### config.mk
export PLATFORM = sky130hd
export DESIGN_NAME = pkt_drain_engine
export DESIGN_NICKNAME = d
export VERILOG_FILES = /design/src/rtl/drain_pkg.sv /design/src/rtl/action_credit_fifo.sv /design/src/rtl/pkt_drain_engine.sv
export SDC_FILE = /design/constraint.sdc
export NUM_CORES = 1
export LEC_CHECK = 0
export BUFFER_PORTS_ARGS = -buffer_cell sky130_fd_sc_hd__buf_2
export CORE_ASPECT_RATIO = 1.25
export CORE_UTILIZATION = 30
export DETAILED_ROUTE_END_ITERATION = 10
export PLACE_DENSITY = 0.56
export SLEW_MARGIN = 20
export SYNTH_ARGS = -nofsm -noshare
export SYNTH_HDL_FRONTEND = slang
export SYNTH_SLANG_ARGS = --single-unit
### constraint.sdc
create_clock -name clk -period 3.6 [get_ports clk]
set_input_delay 0.18 -clock clk [delete_from_list [all_inputs] [get_ports clk]]
set_output_delay 0.18 -clock clk [all_outputs]
set_load 0.1 [all_outputs]
### src/rtl/drain_pkg.sv
// Shared definitions for the packet drain engine.
// Action word field positions and the drain FSM state encoding.
package drain_pkg;

  localparam int ACT_DROP_BIT = 0;
  localparam int ACT_PORT_LSB = 8;
  localparam int ACT_PORT_W   = 8;

  typedef enum logic [1:0] {
    IDLE    = 2'd0,
    XFER    = 2'd1,
    DISCARD = 2'd2
  } state_t;

endpackage

### src/rtl/action_credit_fifo.sv
// Synchronous FIFO holding action words, one per drain credit.
// Ports:
//   clk, rst_n      clock, synchronous active-low reset
//   push, din       write one word (discarded when full with no pop)
//   pop, dout       read head (dout is the current head, fall-through)
//   full, empty     occupancy flags
//   overflow        sticky: a push was discarded because the FIFO was full
module action_credit_fifo #(
  parameter int DEPTH = 4,
  parameter int WIDTH = 64
) (
  input  logic             clk,
  input  logic             rst_n,
  input  logic             push,
  input  logic [WIDTH-1:0] din,
  input  logic             pop,
  output logic [WIDTH-1:0] dout,
  output logic             full,
  output logic             empty,
  output logic             overflow
);

  localparam int AW = $clog2(DEPTH);

  logic [WIDTH-1:0] mem [DEPTH];
  logic [AW-1:0]    wr_ptr;
  logic [AW-1:0]    rd_ptr;
  logic [AW:0]      count;
  logic             do_push;
  logic             do_pop;

  assign full  = (count == (AW+1)'(DEPTH));
  assign empty = (count == '0);
  assign dout  = mem[rd_ptr];

  // A push into a full FIFO is still accepted when a pop frees a slot
  // in the same cycle; pointers wrap naturally because DEPTH is 2^AW.
  assign do_pop  = pop & ~empty;
  assign do_push = push & (~full | do_pop);

  always_ff @(posedge clk) begin
    if (do_push) mem[wr_ptr] <= din;
  end

  always_ff @(posedge clk) begin
    if (!rst_n) begin
      wr_ptr   <= '0;
      rd_ptr   <= '0;
      count    <= '0;
      overflow <= 1'b0;
    end else begin
      if (do_push) wr_ptr <= wr_ptr + 1'b1;
      if (do_pop)  rd_ptr <= rd_ptr + 1'b1;
      case ({do_push, do_pop})
        2'b10:   count <= count + 1'b1;
        2'b01:   count <= count - 1'b1;
        default: count <= count;
      endcase
      if (push && !do_push) overflow <= 1'b1;
    end
  end

endmodule

### src/rtl/pkt_drain_engine.sv
// Drains one packet from the packet FIFO per allow_drain credit, either
// forwarding it on the egress stream (tagged with the action's port) or
// discarding it when the action's drop bit is set.
// Ports:
//   clk, rst_n            clock, synchronous active-low reset
//   allow_drain,action_in credit pulse and its action word
//   pf_empty/pf_data/pf_last, pf_rd_en   packet FIFO read port (FWFT)
//   m_valid/m_ready/m_data/m_last/m_port egress stream
//   fwd_cnt, drop_cnt     wrapping packet counters
//   err_overflow          sticky credit-queue overflow
//   fsm_state             current FSM state, for observation
// Egress handshake: a beat transfers on a rising clk edge where m_valid and
// m_ready are both high; once m_valid rises, m_valid/m_data/m_last hold
// until that transfer because the FIFO head is only popped on acceptance.
module pkt_drain_engine
  import drain_pkg::*;
#(
  parameter int ACTION_W  = 64,
  parameter int DATA_W    = 64,
  parameter int ACT_DEPTH = 4
) (
  input  logic                  clk,
  input  logic                  rst_n,
  input  logic                  allow_drain,
  input  logic [ACTION_W-1:0]   action_in,
  input  logic                  pf_empty,
  input  logic [DATA_W-1:0]     pf_data,
  input  logic                  pf_last,
  output logic                  pf_rd_en,
  output logic                  m_valid,
  input  logic                  m_ready,
  output logic [DATA_W-1:0]     m_data,
  output logic                  m_last,
  output logic [ACT_PORT_W-1:0] m_port,
  output logic [31:0]           fwd_cnt,
  output logic [31:0]           drop_cnt,
  output logic                  err_overflow,
  output state_t                fsm_state
);

  state_t              state;
  state_t              state_nxt;
  logic [ACTION_W-1:0] cur_act;
  logic [ACTION_W-1:0] q_dout;
  logic                q_full;
  logic                q_empty;
  logic                act_pop;
  logic                eop;
  logic                fwd_inc;
  logic                drop_inc;
  logic                unused_act_bits;

  action_credit_fifo #(
    .DEPTH (ACT_DEPTH),
    .WIDTH (ACTION_W)
  ) u_credit_fifo (
    .clk      (clk),
    .rst_n    (rst_n),
    .push     (allow_drain),
    .din      (action_in),
    .pop      (act_pop),
    .dout     (q_dout),
    .full     (q_full),
    .empty    (q_empty),
    .overflow (err_overflow)
  );

  assign m_data    = pf_data;
  assign m_port    = cur_act[ACT_PORT_LSB +: ACT_PORT_W];
  assign fsm_state = state;
  // Only the port field of the latched action is used after load.
  assign unused_act_bits = ^{cur_act, q_full};

  always_ff @(posedge clk) begin
    if (!rst_n) begin
      state    <= IDLE;
      cur_act  <= '0;
      fwd_cnt  <= '0;
      drop_cnt <= '0;
    end else begin
      state <= state_nxt;
      if (act_pop)  cur_act  <= q_dout;
      if (fwd_inc)  fwd_cnt  <= fwd_cnt + 32'd1;
      if (drop_inc) drop_cnt <= drop_cnt + 32'd1;
    end
  end

  always_comb begin
    state_nxt = state;
    act_pop   = 1'b0;
    m_valid   = 1'b0;
    m_last    = 1'b0;
    pf_rd_en  = 1'b0;
    eop       = 1'b0;
    fwd_inc   = 1'b0;
    drop_inc  = 1'b0;
    case (state)
      IDLE: begin
        if (!q_empty) begin
          act_pop   = 1'b1;
          state_nxt = q_dout[ACT_DROP_BIT] ? DISCARD : XFER;
        end
      end
      XFER: begin
        m_valid  = ~pf_empty;
        m_last   = pf_last;
        pf_rd_en = m_valid & m_ready;
        fwd_inc  = pf_rd_en & pf_last;
        eop      = fwd_inc;
      end
      DISCARD: begin
        pf_rd_en = ~pf_empty;
        drop_inc = pf_rd_en & pf_last;
        eop      = drop_inc;
      end
      default: state_nxt = IDLE;
    endcase
    // Chain straight into the next queued action at end of packet so
    // back-to-back packets see no idle cycle.
    if (eop) begin
      if (!q_empty) begin
        act_pop   = 1'b1;
        state_nxt = q_dout[ACT_DROP_BIT] ? DISCARD : XFER;
      end else begin
        state_nxt = IDLE;
      end
    end
  end

endmodule

==> impl_metrics.yaml, run 1 <==
global_routing:
  grt_overflow_total: 0
  grt_pass1_vias: 4287
  grt_pass1_wl_mm: 22.7
  grt_max_degree: 48
  antenna_found_initial: 0
  track_usage_pct: 14.4
synthesis:
  ys_warn_count: 0
  synth_edf_count: 36
  synth_nets: 748
  yosysSeqAreaShare_pct: 46.6
  syn-cell-area_sq_um: 5920
  synth.distinct_cells: 46
  async_flop_share_pct: 0
  syn_inst: 603
  synth.avg_cell_area_sq_um: 9.82
  yosys_register_bits: 120
  ys.flop_type: "dfxtp_1"
flow_run:
  cap_viol_max_count: 0
clock_tree:
  htree_levels: 4
  cts_tree: "yes"
  clock-sinks: 120
  clock_latency_ps: 410
  clk_pin_slew_ps: 50
  cts_root_buffer: "clkbuf_16"
  cts_max_path_buffers: 2
  post_cts_buffers: 0
  numCtsBuffers: 17
setup_path:
  critPathKind: "flop to flop"
  critical-path-max-stage-delay_ps: 380
  end_kind: "flop"
  cp_max_fo: 7
  worstPathCellList: "inv_1, ha_1, and3b_1, a21oi_1, a31oi_1, buf_4, inv_1, ha_1, inv_1, fa_1, xor2_1, or3_1, a21oi_1"
  crit_path_start_kind: "flop"
  cp.arrival_ps: 3120
  cp_slowest_cell: "dfxtp_1"
  cp_common_cell: "inv_1"
  worstPathRequired_ps: 3940
timing:
  tns_ps: 0
  setup_violations: 0
  min_period_ps: 2780
  slew_viol_final: 0
  hold_violations: 0
  timing.hold.ws_ps: 78.2
  rsz0062_at_grt: "no"
  worst_pin_slew_ps: 769
  finalCritPeriodShare_pct: 77.3
  relSlewSlack_pct: 48.5
  fin_skew_ps: 9.53
  timing.fmax_ghz: 0.359
placement:
  dp_hpwl_mm: 9.84
  gp_congestion: 0.723
  port_buffers: 92
  place_area_sq_um: 6160
die:
  die_y_microns: 159
  core_area_sq_um: 19400
  io_pins: 276
  die_x_microns: 128
  dieArea_sq_um: 20300
  start_util_pct: 30.5
  rows: 57
status:
  outcome: "finished, final reports clean"
pwr:
  power.density_nw_per_um2: 603
  p_leak_nw: 2.59
  peakVddDrop_mv: 0.347
finish:
  drive_above_1_share_pct: 22.2
  nets: 778
  antennaDiodeCount: 0
  final_area_sq_um: 6800
  fin_util_pct: 35.0
  syn_to_final_growth_pct: 14.7
detailed_routing:
  drtAntennaViolNets: 0
  vias: 4414
  wirelength_mm: 13.9
  dr.pass1.iters: 4
  avgViaCountPerCell: 4.85
  drt_iter0_drc: 169
  drc: 0
  wire_per_inst_microns: 15.3
hold_path:
  hold_class: "input pin to flop"
cell usage after synthesis (2+ instances only):
cell      number  area (sq um)
dfxtp_1       84          1680
buf_4         64           480
nand2_1       45           169
a21oi_1       40           200
edfxtp_1      36          1080
nand3_1       31           155
clkbuf_1      27           101
nor2_1        26          97.6
mux2i_1       24           240
nand2b_1      21           131
o21ai_0       19          95.1
nand4_1       18           113
inv_1         17          63.8
nor4_1        15          93.8
or4_1         14           105
o31ai_1       13          97.6
or3_1         12          75.1
xor2_1        12           105
and4_1        10          87.6
ha_1          10           125
mux4_2         9           203
xnor2_1        8          70.1
and2_1         7          43.8
and3_1         7          43.8
nor3_1         6          30.0
a21o_1         3          22.5
buf_1          3          11.3
and3b_1        2          17.5
nor2b_1        2          12.5
or2_2          2          12.5
routing by layer:
metal / track usage, % / share of wire (%) / vias to the layer above
li1: - / - / 2164
met1: 15.7 / 41 / 2104
met3: 2.86 / 4.1 / 51
met4: 9.68 / 4.6 / 0
met2: 24.9 / 51 / 95
met5: 0 / 0 / -
kinds of logic (layout without fill, tap and decap cells):
kind of cell / after synthesis / after routing / share of synthesized area [%]
simple gates: 224 / 224 / 21.2
flops: 120 / 120 / 46.6
compound gates: 81 / 81 / 7.84
mux: 33 / 33 / 7.48
buf+inv: 114 / 156 / 11.4
fa+ha+maj: 11 / 11 / 2.45
xor+xnor: 20 / 20 / 2.96
critical path, delay by kind of cell, from the launching register on:
kind / cells / cell delay (ps)
buf+inv: 4 / 360
fa+ha+maj: 3 / 870
flops: 1 / 380
compound gates: 3 / 440
xor+xnor: 1 / 150
simple gates: 2 / 520
layout make-up:
| type | count | area, sq um |
|---|---|---|
| Multi-Input combinational cell | 369 | 2490 |
| Clock inverter | 13 | 120 |
| Fill cell | 2036 | 12600 |
| Sequential cell | 120 | 2760 |
| Clock buffer | 18 | 429 |
| Timing Repair Buffer | 107 | 596 |
| Tap cell | 265 | 332 |
| Inverter | 18 | 67.6 |
sequential cells by signal, indices dropped and copies added, names as in the netlist, named ones only:
| name | cells |
|---|---|
| u_credit_fifo.rd_ptr | 2 |
| u_credit_fifo.overflow | 1 |
| u_credit_fifo.mem | 36 |
| cur_act | 8 |
| u_credit_fifo.wr_ptr | 2 |
| drop_cnt | 32 |
| fsm_state | 2 |
| u_credit_fifo.count | 3 |
| fwd_cnt | 32 |
timing repair:
item | 4_1_cts | 5_1_grt
gates resized for setup | 0 | 0
hold endpoints to repair | 36 | 0
hold buffers | 9 | 0
setup endpoints to repair | 0 | 0
power breakdown:
| part | internal [W] | switching [W] |
|---|---|---|
| Sequential | 0.00150 | 0.0000823 |
| Clock | 0.000951 | 0.000646 |
| Combinational | 0.000240 | 0.000680 |
| Total | 0.00269 | 0.00141 |
through the flow:
step / setup slack (ps) / instances / power (W)
3_3_place_gp: 834 / 870 / 0.00253
5_1_grt: 551 / 910 / 0.00431
4_1_cts: 793 / 910 / 0.00417
2_1_floorplan: 137 / 603 / 0.00269
3_5_place_dp: 825 / 870 / 0.00254
6_report: 818 / 910 / 0.00410
path summary, 6_finish.rpt:
kind,startpoint,slack [ps],cells past startpoint,end
worst min register to register,drop_cnt[31]$_SDFFE_PN0P_,470,2,drop_cnt[31]$_SDFFE_PN0P_
worst max register to register,fsm_state[0]$_SDFFE_PN0P_,820,13,u_credit_fifo.count[2]$_SDFFE_PN0P_
worst max-delay path,fsm_state[0]$_SDFFE_PN0P_,820,13,u_credit_fifo.count[2]$_SDFFE_PN0P_
worst min-delay path,allow_drain,80,3,u_credit_fifo.overflow$_SDFFE_PN0P_
placed cells by master, fill, tap and decap left out, types with 3 or more instances in the layout:
master	count
xnor2_1	8
nand2b_1	21
mux4_2	9
o31ai_1	13
nor3_1	6
nor2_1	26
inv_1	17
and2_1	7
and4_1	10
dlygate4sd3_1	9
a21o_1	3
and3_1	7
or4_1	14
mux2i_1	24
inv_6	4
xor2_1	12
buf_4	6
dfxtp_1	84
buf_2	92
edfxtp_1	36
a21oi_1	40
o21ai_0	19
nor4_1	14
nand2_1	45
clkbuf_16	17
clkinv_4	3
or3_1	12
nand4_1	18
nand3_1	31
ha_1	10
Note: power is estimated with default switching activity, not from simulation.
==> run 2, diff against run 1 <==
--- a/config.mk
+++ b/config.mk
@@ -9,7 +9,7 @@
 export CORE_ASPECT_RATIO = 1.25
 export CORE_UTILIZATION = 30
 export DETAILED_ROUTE_END_ITERATION = 10
-export PLACE_DENSITY = 0.56
+export PLACE_DENSITY = 0.58
 export SLEW_MARGIN = 20
 export SYNTH_ARGS = -nofsm -noshare
 export SYNTH_HDL_FRONTEND = slang
==> constraint.sdc (replaced) <==
create_clock -name clk -period 2.55 [get_ports clk]
set_input_delay 0.1275 -clock clk [delete_from_list [all_inputs] [get_ports clk]]
set_output_delay 0.1275 -clock clk [all_outputs]
set_load 0.1 [all_outputs]
==> run 2 against run 1 <==
Net effect: hold slack worse by 40 ps; sequential share of layout area is 1.0 points lower; combinational power increased by 50%; fmax is 12% higher; clock skew increased by 9.1 ps; power increased by 51%; register-to-register slack got worse by 760 ps; via count grew 0.75%; global-route usage up 0.25 points; first-iteration DRC count rose by 16%; critical path type unchanged; largest power group unchanged.
==> impl_metrics.yaml, run 2 (synthesis gave the netlist of run 1 again) <==
die:
  die_x_microns: 128
  core_area_sq_um: 19400
  start_util_pct: 30.5
  dieArea_sq_um: 20300
  io_pins: 276
  rows: 57
  die_y_microns: 159
detailed_routing:
  vias: 4447
  drt_iter0_drc: 196
  drtAntennaViolNets: 0
  dr.pass1.iters: 4
  wire_per_inst_microns: 15.7
  drc: 0
  avgViaCountPerCell: 4.85
  wirelength_mm: 14.4
timing:
  min_period_ps: 2490
  tns_ps: 0
  relSlewSlack_pct: 58.3
  setup_violations: 0
  fin_skew_ps: 18.6
  worst_pin_slew_ps: 624
  hold_violations: 0
  finalCritPeriodShare_pct: 97.6
  rsz0062_at_grt: "yes"
  timing.fmax_ghz: 0.402
  slew_viol_final: 0
flow_run:
  cap_viol_max_count: 0
setup_path:
  end_kind: "flop"
  rrSetupSlack_ps: 60
  cp_max_fo: 4
  critPathKind: "flop to flop"
  regToRegStartpoint: "fsm_state[1]$_SDFFE_PN0P_"
  critical-path-max-stage-delay_ps: 370
  worstPathRequired_ps: 2900
  crit_path_start_kind: "flop"
  cp_slowest_cell: "dfxtp_4"
  regToRegEndpoint: "u_credit_fifo.count[2]$_SDFFE_PN0P_"
  rr_worst_depth: 12
  cp.arrival_ps: 2840
  worstPathCellList: "inv_4, ha_4, and3b_2, a21oi_4, a31oi_4, inv_2, ha_4, inv_2, fa_2, xor2_2, or3_1, a21oi_1"
clock_tree:
  numCtsBuffers: 17
  htree_levels: 4
  cts_max_path_buffers: 2
  clock-sinks: 120
  cts_tree: "yes"
  clock_latency_ps: 420
  cts_root_buffer: "clkbuf_16"
  clk_pin_slew_ps: 60
finish:
  ff_latch_area_sq_um: 2780
  syn_to_final_growth_pct: 18.3
  final_common_cell: "buf_2"
  drive_above_1_share_pct: 26.2
  top_register: "u_credit_fifo.mem"
  num-fill-cells: 1983
  antennaDiodeCount: 0
  nets: 784
  layout_common_cells: "buf_2 (92), dfxtp_1 (78), nand2_1 (45)"
  largest_reg_flops: 36
  multi_input_area_sq_um: 2570
  reg_top3: "u_credit_fifo.mem x36, drop_cnt x32, fwd_cnt x32"
placement:
  port_buffers: 92
  dp_hpwl_mm: 10.2
  gp_congestion: 0.703
hold_path:
  hold_end: "u_credit_fifo.overflow$_SDFFE_PN0P_"
  hold_depth: 3
  hold_class: "input pin to flop"
  worstHoldStart: "allow_drain"
pwr:
  power.density_nw_per_um2: 881
  peakVddDrop_mv: 0.540
  power_w: 0.00617
  p_leak_nw: 2.67
status:
  outcome: "finished, final reports clean"
global_routing:
  grt_max_degree: 47
  grt_pass1_wl_mm: 22.6
  grt_overflow_total: 0
  grt_pass1_vias: 4097
  antenna_found_initial: 0
  track_usage_pct: 14.6
run 2: cell types whose count changed in the layout (fill, tap and decap cells not counted), sizes merged:
cell / previous run / this run
inv: 22 / 29
bufinv: 1 / 2
clkinv: 6 / 1
clkinvlp: 2 / 1
buf: 98 / 104
clkbuf: 18 / 17
run 2: where the power goes:
part,total [W],switching [W],internal [W]
logic,0.00138,0.000992,0.000390
clock network,0.00255,0.00104,0.00151
registers,0.00224,0.000124,0.00212
total,0.00617,0.00216,0.00401
run 2: worst max-delay path: cells and delay by family (launching register included):
family,cells,cell delay [ps]
adder cells (fa/ha/maj),3,730
flip-flops,1,370
AO/OA/AOI/OAI,3,460
buffers and inverters,3,170
AND/OR/NAND/NOR,2,540
XOR/XNOR,1,150
run 2: through the flow:
| stage | std cells | hold WS, ps | util [%] | worst slack, ps | cell area, sq um |
|---|---|---|---|---|---|
| after floorplan | 603 | 226 | - | -96.7 | 6000 |
| after global placement | 874 | 256 | 32.3 | 109 | 6270 |
| after detailed placement | 874 | 256 | 32.3 | 85.7 | 6270 |
| after CTS | 915 | 17.4 | 36.0 | 67.7 | 6980 |
| after global routing | 917 | 56.6 | 36.1 | -34.4 | 7010 |
| final | 917 | 38.2 | 36.1 | 61.0 | 7010 |
run 2: cell type report:
type | instances | share of cell area (%)
Clock buffer | 17 | 6.07
Clock inverter | 15 | 2.78
Inverter | 18 | 1.04
Multi-Input combinational cell | 369 | 36.6
Sequential cell | 120 | 39.6
Tap cell | 265 | 4.73
Timing Repair Buffer | 113 | 9.14
run 2: how the worst max path moves through the flow:
stage               cells after the start                             endpoint                      start
floorplan                              12  u_credit_fifo.count[2]$_SDFFE_PN0P_  fsm_state[1]$_SDFFE_PN0P_
global placement                       12  u_credit_fifo.count[2]$_SDFFE_PN0P_  fsm_state[1]$_SDFFE_PN0P_
detailed placement                     12  u_credit_fifo.count[2]$_SDFFE_PN0P_  fsm_state[1]$_SDFFE_PN0P_
CTS                                    12  u_credit_fifo.count[2]$_SDFFE_PN0P_  fsm_state[1]$_SDFFE_PN0P_
global route                           12  u_credit_fifo.count[2]$_SDFFE_PN0P_  fsm_state[1]$_SDFFE_PN0P_
finish                                 12  u_credit_fifo.count[2]$_SDFFE_PN0P_  fsm_state[1]$_SDFFE_PN0P_
run 2: repair_timing:
action	4_1_cts	5_1_grt
hold buffers	9	0
buffers inserted	0	2
endpoints found under the setup margin	0	1
endpoints found under the hold margin	36	0
gates resized for setup	0	4
run 2: metal layers:
metal	vias up	global-route usage (%)	routed length (microns)
li1	2193	-	-
met1	2098	15.8	5650
met2	106	24.1	7060
met3	50	4.84	1030
met4	0	9.89	676
met5	-	0	0
